File: config.mk
export PLATFORM = sky130hd
export DESIGN_NAME = execute_stage
export DESIGN_NICKNAME = d
export VERILOG_FILES = /design/src/rtl/pipeline_pkg.sv /design/src/rtl/execute_stage_alu.sv /design/src/rtl/execute_stage.sv
export SDC_FILE = /design/constraint.sdc
export NUM_CORES = 1
export LEC_CHECK = 0
export CAP_MARGIN = 20
export CORE_MARGIN = 5
export CORE_UTILIZATION = 43
export DETAILED_ROUTE_END_ITERATION = 8
export PLACE_DENSITY = 0.67
export SLEW_MARGIN = 10
export SYNTH_ARGS = -nofsm -noshare
export SYNTH_HDL_FRONTEND = slang
export SYNTH_SLANG_ARGS = --single-unit
export TNS_END_PERCENT = 1
File: constraint.sdc
create_clock -name clk -period 10.9 [get_ports clk]
set_input_delay 2.18 -clock clk [delete_from_list [all_inputs] [get_ports clk]]
set_output_delay 2.18 -clock clk [all_outputs]
set_load 0.005 [all_outputs]
File: src/rtl/pipeline_pkg.sv
// Shared pipeline constants: ALU operation codes, forwarding selects and
// the EX/MEM pipeline register layout.
package pipeline_pkg;

  localparam logic [2:0] ALU_AND = 3'b000;
  localparam logic [2:0] ALU_OR  = 3'b001;
  localparam logic [2:0] ALU_ADD = 3'b010;
  localparam logic [2:0] ALU_SUB = 3'b110;
  localparam logic [2:0] ALU_SLT = 3'b111;

  localparam logic [1:0] FWD_RF  = 2'b00;
  localparam logic [1:0] FWD_WB  = 2'b01;
  localparam logic [1:0] FWD_MEM = 2'b10;

  typedef struct packed {
    logic [31:0] alu_out;
    logic [31:0] write_data;
    logic [4:0]  write_reg;
    logic        reg_write;
    logic        mem_to_reg;
    logic        mem_write;
    logic        zero;
  } ex_mem_t;

endpackage

File: src/rtl/execute_stage_alu.sv
// Combinational 32-bit ALU; unused operation codes produce 0.
module alu
  import pipeline_pkg::*;
(
  input  logic [31:0] a,
  input  logic [31:0] b,
  input  logic [2:0]  alu_control,
  output logic [31:0] y,
  output logic        zero
);

  // NOTE: y gets a default before the case so no path leaves it unassigned (no latch).
  always_comb begin
    y = '0;
    case (alu_control)
      ALU_AND: y = a & b;
      ALU_OR:  y = a | b;
      ALU_ADD: y = a + b;
      ALU_SUB: y = a - b;
      ALU_SLT: y = {31'b0, ($signed(a) < $signed(b))};
      default: y = '0;
    endcase
  end

  assign zero = (y == 32'd0);

endmodule

File: src/rtl/execute_stage.sv
// EX stage: forwarding muxes, ALU, destination select and the EX/MEM
// pipeline register with stall (hold) and flush (bubble) control.
module execute_stage
  import pipeline_pkg::*;
(
  input  logic        clk,
  input  logic        rst_n,
  input  logic [31:0] rd1_E,
  input  logic [31:0] rd2_E,
  input  logic [31:0] sign_imm_E,
  input  logic [4:0]  rt_E,
  input  logic [4:0]  rd_E,
  input  logic        reg_dst_E,
  input  logic        alu_src_E,
  input  logic        reg_write_E,
  input  logic        mem_to_reg_E,
  input  logic        mem_write_E,
  input  logic [2:0]  alu_control_E,
  input  logic [1:0]  forward_a_E,
  input  logic [1:0]  forward_b_E,
  input  logic [31:0] result_W,
  input  logic        stall_M,
  input  logic        flush_M,
  output logic [4:0]  write_reg_E,
  output logic [31:0] alu_out_M,
  output logic [31:0] write_data_M,
  output logic [4:0]  write_reg_M,
  output logic        reg_write_M,
  output logic        mem_to_reg_M,
  output logic        mem_write_M,
  output logic        zero_M
);

  ex_mem_t     ex_mem_q;
  logic [31:0] src_a;
  logic [31:0] fwd_b;
  logic [31:0] src_b;
  logic [31:0] alu_y;
  logic        alu_zero;

  // Select 11 is unused by the forwarding unit and falls back to the register file.
  always_comb begin
    src_a = rd1_E;
    case (forward_a_E)
      FWD_WB:  src_a = result_W;
      FWD_MEM: src_a = ex_mem_q.alu_out;
      default: src_a = rd1_E;
    endcase
  end

  always_comb begin
    fwd_b = rd2_E;
    case (forward_b_E)
      FWD_WB:  fwd_b = result_W;
      FWD_MEM: fwd_b = ex_mem_q.alu_out;
      default: fwd_b = rd2_E;
    endcase
  end

  assign src_b       = alu_src_E ? sign_imm_E : fwd_b;
  assign write_reg_E = reg_dst_E ? rd_E : rt_E;

  alu u_alu (
    .a           (src_a),
    .b           (src_b),
    .alu_control (alu_control_E),
    .y           (alu_y),
    .zero        (alu_zero)
  );

  // NOTE: state is updated with non-blocking assignments so every flop samples pre-edge values.
  always_ff @(posedge clk or negedge rst_n) begin
    if (!rst_n) begin
      ex_mem_q <= '0;
    end else if (flush_M) begin
      ex_mem_q <= '0;
    end else if (!stall_M) begin
      ex_mem_q <= '{alu_out:    alu_y,
                    write_data: fwd_b,
                    write_reg:  write_reg_E,
                    reg_write:  reg_write_E,
                    mem_to_reg: mem_to_reg_E,
                    mem_write:  mem_write_E,
                    zero:       alu_zero};
    end
  end

  assign alu_out_M    = ex_mem_q.alu_out;
  assign write_data_M = ex_mem_q.write_data;
  assign write_reg_M  = ex_mem_q.write_reg;
  assign reg_write_M  = ex_mem_q.reg_write;
  assign mem_to_reg_M = ex_mem_q.mem_to_reg;
  assign mem_write_M  = ex_mem_q.mem_write;
  assign zero_M       = ex_mem_q.zero;

endmodule

# Word-level counts from Yosys, hierarchy flattened
# Index checks and enable logic that the tools add are counted.
dict set report op_classes {
  n_mux 7
  n_lt_le_gt_ge 1
  bitwise 2
  eq_ne 9
  addsub 2
  n_reduce_logical 2
}
# cell count
set ops {}
lappend ops {{32-bit one-hot mux with 5 select lines} 1}
lappend ops {{73-bit two-way mux} 2}
lappend ops {{32-bit one-hot mux with 2 select lines} 2}
lappend ops {{32-bit adder} 1}
lappend ops {{32-bit bitwise AND} 1}
lappend ops {{32-bit logical NOT} 1}
lappend ops {{32-bit less-than comparator} 1}
lappend ops {{32-bit two-way mux} 1}
lappend ops {{32-bit OR} 1}
lappend ops {{32-bit subtractor} 1}
lappend ops {{3-bit equality test, second input constant} 2}
lappend ops {{5-bit two-way mux} 1}
lappend ops {{2-bit by 1-bit equality test with 1-bit output, second input constant} 2}
lappend ops {{2-bit equality test, second input constant} 2}
lappend ops {{3-bit by 1-bit equality test with 1-bit output, second input constant} 1}
lappend ops {{3-bit by 2-bit equality test with 1-bit output, second input constant} 1}
lappend ops {{3-bit logical NOT} 1}
lappend ops {{2-bit by 1-bit inequality test with 1-bit output, second input constant} 1}
dict set report word_totals {
  regBits 73
  word_cells 30
  input_bits 154
}

# Logic depth before layout (Yosys ltp)
dict set report depth {
  ltp_word 8
  depth_mapped 21
  mapped_depth_nobuf 20
}

# Cells and area by module
# Synthesis repeated with hierarchy kept, for this count alone.
dict set report hier_totals {
  cells_unflattened 1355
  hier_area_um2 10523.8
}
# module cells_per_inst area_per_inst_um2 instances
set by_module_without_submodules {}
lappend by_module_without_submodules {alu 797 5338.9 1}
lappend by_module_without_submodules {execute_stage 558 5185.0 1}

# Worst setup path after synthesis
# No wires, ideal clock.
dict set report synth_timing {
  path_type {input to register}
  start {input port forward_b_E[0]}
  end {register ex_mem_q (netlist bit zero_M)}
  cell_stages 20
  n_path_buf 2
  slack_ns 4.330
  setup_time_ns 0.095
  arrival_time_ns 6.474
  cell_sequence {inv_1 > ha_1 > clkbuf_1 > clkbuf_1 > a21oi_1 > o21ai_0 > ha_1 > inv_1 > fa_1 > and2b_1 > o2111ai_2 > a2111oi_2 > nor3_1 > a221o_1 > o31a_1 > nor4b_1 > nand4_1 > nor4_2 > nand4_1 > o32ai_2}
}
dict set report synth_between {
  elab_chain_cells 8
  elab_cells_between_ends 13
  cone_classes {add/sub: 2; order compare: 1; eq/ne: 2; mux: 5; bitwise: 2; reduce/logical: 1}
}
# element line_no
set synth_lines {}
lappend synth_lines {{start, declared} execute_stage.sv:20} ;# input logic [1:0] forward_b_E,
lappend synth_lines {{2-bit equality test / 2-bit by 1-bit equality test with 1-bit output (equally long branches)} execute_stage.sv:53} ;# case (forward_b_E)
lappend synth_lines {{32-bit one-hot mux with 2 select lines (*)} execute_stage.sv:53}
lappend synth_lines {{32-bit two-way mux (*)} execute_stage.sv:60} ;# assign src_b = alu_src_E ? sign_imm_E : fwd_b;
lappend synth_lines {{32-bit subtractor, or another cell as far along} execute_stage_alu.sv:19} ;# ALU_SUB: y = a - b;
lappend synth_lines {{32-bit one-hot mux with 5 select lines (*)} execute_stage_alu.sv:15} ;# case (alu_control)
lappend synth_lines {{32-bit logical NOT (*)} execute_stage_alu.sv:25} ;# assign zero = (y == 32'd0);
lappend synth_lines {{73-bit two-way mux (*)} execute_stage.sv:77} ;# end else if (!stall_M) begin
lappend synth_lines {{73-bit two-way mux (*)} execute_stage.sv:75} ;# end else if (flush_M) begin
lappend synth_lines {{end signal, assigned} execute_stage.sv:78} ;# ex_mem_q <= '{alu_out: alu_y,
lappend synth_lines {{end, declared} execute_stage.sv:34} ;# ex_mem_t ex_mem_q;
# Mark *: on every way between the ends. The rest lies on a longest branch, timed or not. The select of a mux whose other input is x is not followed.
# A chain may end at the register's enable or synchronous reset.

# Worst setup path after layout
# Ends and elaborated chain as after synthesis.

==> reports/results.md <==
* finished clean — result of the run
* no — RSZ-0062 raised after global routing
* 63500 um — global-route wire length before repair
* 73.9% — final period utilization
* 0 — cts repair resizes
* 0 — Final Hold Viols
* clkbuf_16 — clock root buffer master
* 0.124 GHz — achievable frequency
* dfrtp_1 19%, ha_1 14%, nor2_1 7.9% — dominant cells by area after synthesis
* 36 — Worst Path Max Fanout
* compound AO/OA/AOI/OAI gates — combinational family with the most area after synthesis
* 0 — initial antenna violation count
* 231 — number of port buffers
* 232 — top-level port count
* 55.5% — Final Util
* 4570 um — wire length on met3
* 23.9% — clock network power share
* 0 — DRC
* met4 — top routing layer used
* 5.14% — mux cell area share after synthesis
* 19.6% — fraction of the mapped netlist area in simple logic gates
* dfrtp_1 — cell taking the most area after synthesis
* 100% — fraction of registers with async set/reset
* 0 — total congestion overflow after global routing
* in2reg — class of the most critical setup path
* 27.4% — area growth from synthesis to layout
* 32.9% — worst slew margin relative to its limit
* 55 — number of rows created at floorplan
* 9860 sq um — combined area of all synthesized cells
* 109 nW/um^2 — Power per Cell Area
* 8.05 ns — Tmin final
* 0 — Hold Buf Count CTS
* 18.5% — sequential fraction of the synthesis area
* 22.4% — sequential share of power
* 1653 — Net Count, Synth
* 10.7k — number of global-route vias before repair
* 5 — TritonRoute pass-1 iters
* built — clock tree from TritonCTS
* 31.7% — synthesized-area fraction occupied by ao, oa, aoi and oai cells
* 0 — final setup violation count
* 0 — Post-synth EDFFs
* 0.06 ns — clock transition at the registers of the reported paths
* 26100 sq um — Die Footprint
* 0 — Max-cap violations
* 5.69 ns — reg-to-reg slack, setup
* 18100 um — met2 WL post-DR
* 0 ns — final setup TNS
* 0 — number of nets still failing antenna checks after routing
* 2 — maximum clock path buffer count
* 3 — deepest level of the CTS H-tree
* 73 — Clock Sinks
* 22600 sq um — core region area
* 43.6% — effective utilization at floorplan
* 2.12% — xor and xnor area share after synthesis
* 0.00933 ns — Layout Skew
* 6.11 — via count normalized by instance count
* 22.8 um — Routed wire per std cell
* 31.0% — all-layer global routing usage
* 1.01 ns — Least-Margin Pin Slew
* 18500 um — met1 WL
* 53.7% — combinational fraction of design power
* 41900 um — Detailed Route WL
* 0 — final-report max-slew violation count
* 586 uW — switching power
* 73 — flip-flop and latch count after synthesis
* 7.11 sq um — Syn Area/Cell
* 0 — count of inserted antenna diode cells
* reg2reg — Min-Delay Path Class
* 4.13% — layout cell share with drive strength beyond 1
* 782 uW — cell-internal power
* 0.937 — routability cong.
* 0 — Post CTS Setup Buffer Count
* register — type of destination of the critical path
* 161 um — horizontal extent of the die
* 161 um — die height
* 1812 — NumNets Final
* 89 — largest net degree at the start of global routing
* 14.4% — post-synthesis adder-cell area fraction
* 0 — Ys Warns
* 75.7 uV — worst ir drop on vdd
* 0.34 ns — Worst-Skew Late Latency
* 42.8% — sw frac
* 1387 — Mapped Cells
* 32700 um — Final HPWL DP
* 8.30 ns — CP Data Arrival Time
* dfrtp_1 — most used flip-flop cell after synthesis
* 11.2k — total via count in the routed design
* 5.41 nW — leakage power of the design
* 18.5% — Synth top area share
* input pin — Startpoint Class
* 1168 — First DRT Iteration DRCs
* 9 — total clock buffers created by CTS
* 88 — distinct cell type count of the synthesized netlist
* 11.15 ns — endpoint required time on the critical path
[worst max-delay path, cell delays in order]
cell and delay (ns):
clkdlybuf4s50_1 0.48, inv_1 0.05, ha_2 0.65, buf_4 0.44, a21oi_1 0.16, o21ai_0 0.46
inv_1 0.20, ha_1 0.26, o311ai_1 0.83, a211oi_1 0.24, a211oi_2 0.50, a2111oi_0 0.23
a211o_1 0.36, a311o_1 0.33, xor2_1 0.17, o22ai_1 0.13, or3_1 0.42, o32ai_2 0.20
[sequential cells by signal, summed over array words and instances (netlist names)]
register,flops
alu_out_M,32
zero_M,1
mem_to_reg_M,1
reg_write_M,1
mem_write_M,1
write_reg_M,5
write_data_M,32
[synthesized netlist by cell type, types with 13 or more instances]
cell type and n:
ha_1 110, a22oi_1 68, mux2i_1 45, a21oi_1 139
nand2_1 116, dfrtp_1 73, o21a_1 25, inv_1 121
nor4_1 14, o21ai_0 88, nand3_1 13, o211ai_1 15
nor2_1 207, o31ai_1 15, clkbuf_1 77, xnor2_1 20
nor3_1 35
[worst paths after layout]
path / start / to / cells past startpoint
max: forward_b_E[0] / zero_M$_DFFE_PN0P_ / 18
min: write_data_M[25]$_DFFE_PN0P_ / write_data_M[25]$_DFFE_PN0P_ / 2
max reg2reg: alu_out_M[8]$_DFFE_PN0P_ / zero_M$_DFFE_PN0P_ / 16
min reg2reg: write_data_M[25]$_DFFE_PN0P_ / write_data_M[25]$_DFFE_PN0P_ / 2
max in group asynchronous: rst_n / write_data_M[16]$_DFFE_PN0P_ / 2
min in group asynchronous: rst_n / write_reg_M[3]$_DFFE_PN0P_ / 1
[through the flow]
| step | instance area [sq um] | hold WS (ns) | power (mW) | cells | setup WS, ns |
|---|---|---|---|---|---|
| 2_1_floorplan | 9860 | 0.508 | 0.764 | 1387 | 4.33 |
| 3_3_place_gp | 12200 | 0.498 | 1.02 | 1819 | 2.72 |
| 3_5_place_dp | 12200 | 0.510 | 1.02 | 1819 | 2.63 |
| 4_1_cts | 12500 | 0.524 | 1.35 | 1834 | 2.99 |
| 5_1_grt | 12600 | 0.556 | 1.45 | 1835 | 2.60 |
| 6_report | 12600 | 0.520 | 1.37 | 1835 | 2.85 |
[cell usage in the layout, fill, tap and decap left out, types with 14 or more instances in the layout]
master / Yosys / final
o21ai_0: 88 / 88
nor2_1: 207 / 206
nor3_1: 35 / 35
inv_1: 121 / 121
nand2_1: 116 / 116
a22oi_1: 68 / 68
ha_1: 110 / 108
dfrtp_1: 73 / 73
o21a_1: 25 / 25
clkdlybuf4s50_1: 0 / 225
xnor2_1: 20 / 20
a21oi_1: 139 / 139
mux2i_1: 45 / 45
o31ai_1: 15 / 15
o211ai_1: 15 / 15
nor4_1: 14 / 14
[cell type report]
cell class / instances / area (sq um)
clock buffers: 10 / 239
clock inverters: 5 / 80.1
fillers: 2218 / 10100
inverters: 125 / 469
multi-input cells: 1094 / 7200
flip-flops and latches: 73 / 1830
well taps: 285 / 357
repair buffers: 243 / 2400
[power by group through the flow]
stage | registers (mW) | clock network, mW | logic, mW
final | 0.306 | 0.327 | 0.735
after global routing | 0.308 | 0.344 | 0.796
after CTS | 0.305 | 0.331 | 0.717
after detailed placement | 0.310 | 0 | 0.712
after global placement | 0.310 | 0 | 0.711
after floorplan | 0.307 | 0 | 0.458
[layer usage]
layer | vias up | global-route usage (%)
met5 | - | 0
met4 | 0 | 6.67
met1 | 5293 | 44.9
li1 | 5242 | -
met3 | 48 | 8.04
met2 | 623 | 46.3
[logic make-up after synthesis]
| kind of cell | count (synthesis) |
|---|---|
| compound gates | 469 |
| simple gates | 440 |
| buf+inv | 220 |
| fa+ha+maj | 112 |
| flops | 73 |
| mux | 50 |
| xor+xnor | 23 |
Power figures use the tool's default switching activity.
